### src/rtl/req_arbiter_pkg.sv
// Shared types and defaults for the request arbiter.
package req_arbiter_pkg;

   typedef enum logic {
      ArbIdle = 1'b0,
      ArbBusy = 1'b1
   } arb_state_e;

   localparam int unsigned DefN       = 4;
   localparam int unsigned DefIdxW    = 2;
   localparam int unsigned DefMaxHold = 15;
   localparam int unsigned DefHoldW   = 4;

   function automatic int unsigned clog2(input int unsigned v);
      int unsigned r;
      r = 0;
      while ((32'd1 << r) < v) r++;
      return r;
   endfunction

endpackage

### src/rtl/req_arbiter_pick.sv
// Winner selection: rotate requests by last owner, take highest set bit, rotate back.
module req_arbiter_pick #(
   parameter int unsigned N     = 4,
   parameter int unsigned IDX_W = 2
) (
   input  logic [N-1:0]     req,
   input  logic [IDX_W-1:0] last,
   input  logic             fixed_pri,
   output logic [IDX_W-1:0] winner,
   output logic             any_req
);

   logic [IDX_W-1:0] base;
   logic [2*N-1:0]   dbl;
   logic [N-1:0]     rot;
   logic [IDX_W-1:0] hi;
   logic [IDX_W:0]   sum;

   always_comb begin
      base = fixed_pri ? '0 : last;
      // Bit i of rot is requester (i + base) mod N, so base-1 lands on the top bit.
      dbl  = {req, req} >> base;
      rot  = dbl[N-1:0];
      hi   = '0;
      for (int i = 0; i < N; i++) begin
         if (rot[i]) hi = IDX_W'(i);
      end
      sum = {1'b0, hi} + {1'b0, base};
      if (sum >= (IDX_W + 1)'(N)) sum = sum - (IDX_W + 1)'(N);
      winner  = sum[IDX_W-1:0];
      any_req = |req;
   end

endmodule

### src/rtl/req_arbiter.sv
// N-way arbiter with fixed or round-robin pick, grant held until release or timeout.
module req_arbiter
   import req_arbiter_pkg::*;
#(
   parameter int unsigned N        = DefN,
   parameter int unsigned IDX_W    = DefIdxW,
   parameter int unsigned MAX_HOLD = DefMaxHold,
   parameter int unsigned HOLD_W   = DefHoldW
) (
   input  logic             clk,
   input  logic             rst_n,
   input  logic [N-1:0]     req,
   input  logic             done,
   input  logic             fixed_pri,
   output logic [N-1:0]     grant,
   output logic [IDX_W-1:0] grant_idx,
   output logic             busy,
   output logic             timeout
);

   if (IDX_W != clog2(N)) begin : g_bad_idx_w
      $error("IDX_W must equal clog2(N)");
   end

   localparam bit               TimeoutEn = (MAX_HOLD != 0);
   localparam logic [HOLD_W-1:0] HoldLast = HOLD_W'((MAX_HOLD == 0) ? 0 : MAX_HOLD - 1);

   arb_state_e        state_q, state_d;
   logic [N-1:0]      grant_q, grant_d;
   logic [IDX_W-1:0]  idx_q, idx_d;
   logic [IDX_W-1:0]  last_q, last_d;
   logic [HOLD_W-1:0] hold_q, hold_d;
   logic              timeout_q, timeout_d;

   logic [IDX_W-1:0]  winner;
   logic              any_req;
   logic              release_now;
   logic              expire;

   req_arbiter_pick #(
      .N     (N),
      .IDX_W (IDX_W)
   ) u_pick (
      .req       (req),
      .last      (last_q),
      .fixed_pri (fixed_pri),
      .winner    (winner),
      .any_req   (any_req)
   );

   assign release_now = done | ~req[idx_q];
   assign expire      = TimeoutEn && (hold_q == HoldLast);

   always_comb begin
      state_d   = state_q;
      grant_d   = grant_q;
      idx_d     = idx_q;
      last_d    = last_q;
      hold_d    = hold_q;
      timeout_d = 1'b0;
      unique case (state_q)
         ArbIdle: begin
            if (any_req) begin
               state_d = ArbBusy;
               grant_d = N'(1) << winner;
               idx_d   = winner;
               last_d  = winner;
               hold_d  = '0;
            end
         end
         ArbBusy: begin
            // Release beats timeout when both land on the same cycle.
            if (release_now || expire) begin
               state_d   = ArbIdle;
               grant_d   = '0;
               idx_d     = '0;
               timeout_d = ~release_now;
            end else if (hold_q != '1) begin
               hold_d = hold_q + 1'b1;
            end
         end
      endcase
   end

   always_ff @(posedge clk or negedge rst_n) begin
      if (!rst_n) begin
         state_q   <= ArbIdle;
         grant_q   <= '0;
         idx_q     <= '0;
         last_q    <= '0;
         hold_q    <= '0;
         timeout_q <= 1'b0;
      end else begin
         state_q   <= state_d;
         grant_q   <= grant_d;
         idx_q     <= idx_d;
         last_q    <= last_d;
         hold_q    <= hold_d;
         timeout_q <= timeout_d;
      end
   end

   assign grant     = grant_q;
   assign grant_idx = idx_q;
   assign busy      = (state_q == ArbBusy);
   assign timeout   = timeout_q;

endmodule

### config.mk
export PLATFORM = sky130hd
export DESIGN_NAME = req_arbiter
export DESIGN_NICKNAME = d
export VERILOG_FILES = /design/src/rtl/req_arbiter_pkg.sv /design/src/rtl/req_arbiter_pick.sv /design/src/rtl/req_arbiter.sv
export SDC_FILE = /design/constraint.sdc
export NUM_CORES = 1
export LEC_CHECK = 0
export ABC_AREA = 1
export CORE_MARGIN = 2
export CORE_UTILIZATION = 31
export DETAILED_ROUTE_END_ITERATION = 8
export PLACE_DENSITY_LB_ADDON = 0.12
export SYNTH_ARGS = -nofsm -noshare
export SYNTH_HDL_FRONTEND = slang
export SYNTH_SLANG_ARGS = --single-unit
### constraint.sdc
create_clock -name clk -period 5.4 [get_ports clk]
set_input_delay 0.81 -clock clk [delete_from_list [all_inputs] [get_ports clk]]
set_output_delay 0.81 -clock clk [all_outputs]
set_load 0.05 [all_outputs]
Word-level counts from Yosys, hierarchy flattened:

Cells that the tools add are included.

* bits in registers: 14
* input port bits: 8
* output and inout bits: 8

* add/sub/neg operators: 3
* magnitude comparators: 2
* equal/unequal tests: 6
* shift operators: 2
* muxes and demuxes: 22
* bitwise logic cells: 4
* reduce and logical (&&, ||, !) cells: 5

Operators by type and width (number)
* two-way mux 4 bit: 5
* case mux 4 bit (2 select lines): 2
* two-way mux 2 bit: 6
* >> shifter 8 x 2 -> 4 bit: 1
* two-way mux 1 bit: 6
* adder 4 x 1 -> 4 bit (second input constant): 1
* equality test 4 bit (second input constant): 1
* inequality test 2 x 1 -> 1 bit (second input constant): 2
* inequality test 2 bit (second input constant): 2
* inequality test 4 bit (second input constant): 1
* case mux 2 bit (2 select lines): 1
* AND reduction 2 bit: 2
* OR reduction 4 bit: 1
* << shifter 1 x 2 -> 4 bit (first input constant): 1
* adder 2 x 2 -> 3 bit: 1
* >= comparator 3 bit (second input constant): 1
* < comparator 2 x 3 -> 1 bit (second input constant): 1
* NOT 1 bit: 3
* AND reduction 3 bit: 1
* binary-select mux 1 bit (select 2 bit): 1
* case mux 1 bit (2 select lines): 1
* subtractor 2 x 1 -> 2 bit (second input constant): 1
* logical OR 1 bit: 1
* bitwise OR 1 bit: 1

Logic depth before layout (Yosys ltp):

* depth after elaboration: 11
* depth in mapped cells: 17
* gate-level depth less buffers: 17

Cells and area by module:

Synthesis repeated with hierarchy kept, for this count alone.

* cells, all modules: 130
* area total of the unflattened synthesis: 928.4 um^2

Modules (own cells, without submodules)
* req_arbiter: times used 1, cells each 87, area an instance 724.4 um^2, sequential area each 350.3 um^2
* req_arbiter_pick: times used 1, cells each 43, area an instance 203.9 um^2, sequential area each 0.0 um^2

Worst setup path before layout:

OpenSTA, ideal clock, no wires.

* kind: input-to-reg
* from: input fixed_pri
* to: register grant_q[2], in the netlist grant[2]
* library setup time: 0.066 ns
* data arrival time: 2.170 ns
* setup slack: 3.164 ns
* stages: 16
* cells stage by stage: inv_2 nand2_2 inv_1 nand3_2 nand2_2 nand2_1 nand2_1 inv_1 ha_1 inv_1 xor2_1 nand3b_1 nand2_2 nor2_1 nand2_1 nand2_1

* cells in the longest elaborated chain, start to end: 11
* elaborated cells between the ends (all ways): 12
* those cells by class: add/sub: 2; order compare: 1; shift: 2; mux: 7

Ends and longest elaborated chain
* start: declaration: RTL line req_arbiter.sv:14 `input logic fixed_pri,`
* two-way mux 2 bit (*): RTL line req_arbiter_pick.sv:20 `base = fixed_pri ? '0 : last;`
* >> shifter 8 x 2 -> 4 bit: RTL line req_arbiter_pick.sv:22 `dbl = {req, req} >> base;`
* two-way mux 1 bit: RTL line req_arbiter_pick.sv:26 `if (rot[i]) hi = IDX_W'(i);`
* two-way mux 2 bit (2 in a row): RTL line req_arbiter_pick.sv:26
* adder 2 x 2 -> 3 bit (*): RTL line req_arbiter_pick.sv:28 `sum = {1'b0, hi} + {1'b0, base};`
* >= comparator 3 bit or subtractor 2 x 1 -> 2 bit (tied branches): RTL line req_arbiter_pick.sv:29 `if (sum >= (IDX_W + 1)'(N)) sum = sum - (IDX_W + 1)'(N);`
* two-way mux 2 bit (*): RTL line req_arbiter_pick.sv:29
* << shifter 1 x 2 -> 4 bit (*): RTL line req_arbiter.sv:65 `grant_d = N'(1) << winner;`
* two-way mux 4 bit (*): RTL line req_arbiter.sv:63 `if (any_req) begin`
* case mux 4 bit (2 select lines) (*): RTL line req_arbiter.sv:61 `unique case (state_q)`
* end signal: assignment: RTL line req_arbiter.sv:95 `grant_q <= grant_d;`
* end: declaration: RTL line req_arbiter.sv:29 `logic [N-1:0] grant_q, grant_d;`

Mark *: on every way between the ends. The rest lies on a longest branch, timed or not. The select of a mux whose other input is x is not followed.
A chain may end at the register's enable or synchronous reset.

Worst setup path in the final report:

* from: input fixed_pri
* to: register grant_q[3], in the netlist grant[3]

Same word-level chain as after synthesis.

==> run_results.csv <==
group,metric,value,unit
detailed_routing,vias_per_cell,4.85,
detailed_routing,drt_wl_total,1940,microns
die,die_y,57.8,microns
timing,period_needed,2570,ps
setup_path,end_kind,"flip-flop",
timing,fin_skew,0.825,ps
clock_network,clkLatencyLatePin,280,ps
min_path,hold_end,"last_q[1]",
cells_and_area,final_area,1120,sq um
logic_synthesis,async_flop_share,100,%
pwr,internal-power,306,uW
die,rows,19,
pwr,swShare,51.2,%
pwr,power.density,561,nW/um^2
timing,finalHoldViolations,0,
setup_path,r2r-end,"grant[3]",
die,initial_utilization,32.6,%
setup_path,start_kind,"primary input",
placed_design,place_area,1080,sq um
logic_synthesis,synth_most_common_cell,"nand2_1",
run,maxCapViolations,0,
grt,grt_antenna_before_repair,0,
logic_synthesis,synth_flop_cell,"dfrtp_1",
die,die_x,57.8,microns
logic_synthesis,syn_area_per_cell,7.30,sq um
grt,grt_pass1_vias,882,
setup_path,r2r_slack,3400,ps
clock_network,clkSinkCount,14,
outcome,status,"complete, no violations",
setup_path,crit_arrival,2760,ps
detailed_routing,route.detailed.drc,0,
logic_synthesis,synth_top_area_share,39.0,%
logic_synthesis,synth_common_cells,"nand2_1, nand3_1, dfrtp_1, inv_1, nand2_2",
pwr,p_seq_share,30.0,%
timing,tightest_slew,643,ps
grt,grt_usage,14.3,%
detailed_routing,first_pass_iters,5,
setup_path,critical_path_class,"primary input to flip-flop",
setup_path,crit_slowest_cell,"clkdlybuf4s50_1",
logic_synthesis,yosysTopAreaCell,"dfrtp_1",
clock_network,cts_buffer_depth,2,
clock_network,numCtsBuffers,3,
grt,grt_max_degree,15,
setup_path,cp_max_fo,5,
logic_synthesis,synth-seq-area-share,39.0,%
detailed_routing,drt_iter0_drc,36,
grt,gr-total-overflow,0,
grt,grt_pass1_wl,3760,microns
pwr,p_clk_share,12.2,%
logic_synthesis,ys_ff_latch,14,
timing,setup_violations,0,
placed_design,routabilityCongestion,0.867,
logic_synthesis,netlist_instances,123,
pwr,ir_worst_vdd,0.324,mV
setup_path,rr_startpoint,"last_q[0]",
setup_path,critPathMaxStageDelay,410,ps
cells_and_area,n_antenna_cell,0,
logic_synthesis,ys_types,22,
clock_network,clkTransAtPathRegs,90,ps
detailed_routing,vias,834,
min_path,min_path_cells,2,
timing,report.final.slew_viol_count,0,
setup_path,crit_required,5600,ps
min_path,min_from,"last_q[1]",
pwr,power,626,uW
timing,finalCritPeriodShare,47.5,%
timing,relSlewSlack,57.0,%
logic_synthesis,synth_area_leaders,"dfrtp_1, nand2_1, nand3_1, inv_1, nand2_2",
logic_synthesis,syn_nets,134,
pwr,leakagePower,0.575,nW
setup_path,path_cells,"clkdlybuf4s50_1 > inv_2 > nand2_2 > inv_1 > nand3_2 > nand2_2 > nand2_1 > nand2_1 > inv_1 > ha_1 > inv_1 > xor2_1 > nand3b_1 > nand2_2 > o21ai_0",
cells_and_area,num-fill-cells,289,
timing,fin_setup_tns,0,ps
timing,max_freq,390,MHz
cells_and_area,nNetsFinal,153,
placed_design,place.detailed.hpwl,1470,microns
setup_path,cp_num_buf_inv,5,
placed_design,port_buffers,15,
setup_path,reg2reg_depth,13,
die,core,2760,sq um
timing,rsz0062_at_grt,"false",
setup_path,critPathTopFamily,"buffers and inverters",
cells_and_area,synthToLayoutAreaGrowth,24.2,%
clock_network,post_cts_buffers,0,
pwr,switchingPower,320,uW
clock_network,ctsHoldBuffers,0,
clock_network,cts_tree,"built",
logic_synthesis,netlist_area,898,sq um
pwr,p_comb_share,57.8,%
detailed_routing,detail-route-antenna-nets,0,
die,dieArea,3340,sq um
die,ioPinCount,16,
clock_network,cts_resized,0,
min_path,hp-class,"flip-flop to flip-flop",
logic_synthesis,synth_enable_flop_cells,0,
logic_synthesis,yosysWarningCount,0,
cells_and_area,drive_above_1_share,12.8,%
clock_network,cts-root-buf,"clkbuf_4",
clock_network,htree_levels,1,
detailed_routing,wl_per_cell,11.3,microns
power by group through the flow:
stage          Sequential, mW  Combinational [mW]  Clock, mW
2_1_floorplan           0.263               0.191          0
3_3_place_gp            0.189               0.363          0
3_5_place_dp            0.190               0.363          0
4_1_cts                 0.188               0.366     0.0807
5_1_grt                 0.196               0.409     0.0850
6_report                0.188               0.362     0.0765
layout by cell type, fill, tap and decap left out, types with 2 or more instances in the layout:
cell and n:
o211ai_1 2, clkdlybuf4s50_1 15, nand3_1 23, nor2_1 5, nand2_2 7, xor2_1 2
dfrtp_1 14, ha_1 3, inv_1 12, nand2_1 41, clkbuf_4 3, nand3_2 2
metrics by stage:
stage	setup WS [ps]	util, %	hold slack [ps]	std cells
3_3_place_gp	2570	39.2	490	168
2_1_floorplan	3160	-	470	123
4_1_cts	2840	40.5	516	172
6_report	2830	40.5	507	172
3_5_place_dp	2550	39.2	491	168
5_1_grt	2570	40.5	548	172
cell families after synthesis:
family	share of synthesized area, %
buffers and inverters	6.82
AND/OR/NAND/NOR	43.3
adder cells (fa/ha/maj)	4.18
AO/OA/AOI/OAI	3.76
flip-flops	39.0
XOR/XNOR	2.93
worst register-to-register path: cells and delay by family, from the launching register on:
family	cells	cell delay (ps)
fa+ha+maj	1	160
flops	1	450
buf+inv	2	110
xor+xnor	1	190
compound gates	1	180
simple gates	8	830
final cells by class:
class	instances	area [sq um]	area share (%)
clock buffer	4	36.3	3.25
inverter	14	53.8	4.82
multi-input combinational	94	487	43.6
sequential	14	350	31.4
tap	31	38.8	3.48
timing repair buffer	15	150	13.5
sequential cells by signal (all words and copies together), names as in the netlist:
register	cells
grant	4
busy	1
last_q	2
timeout	1
hold_q	4
grant_idx	2
per-layer routing:
metal	vias to the layer above	wire length (microns)	global-route usage, %	part of all wire (%)
met5	-	0	0	0
met4	0	43	7.97	2.2
met3	4	74	2.01	3.8
met2	17	803	20.5	41
met1	381	1020	20.6	53
li1	432	-	-	-
worst max-delay path by stage:
stage	from	endpoint	cells past startpoint
after floorplan	fixed_pri	grant[2]	16
after global placement	fixed_pri	grant[3]	16
after detailed placement	fixed_pri	grant[2]	17
after CTS	fixed_pri	grant[2]	17
after global routing	fixed_pri	grant[2]	18
final	fixed_pri	grant[3]	15
(Power assumes the default switching activity.)
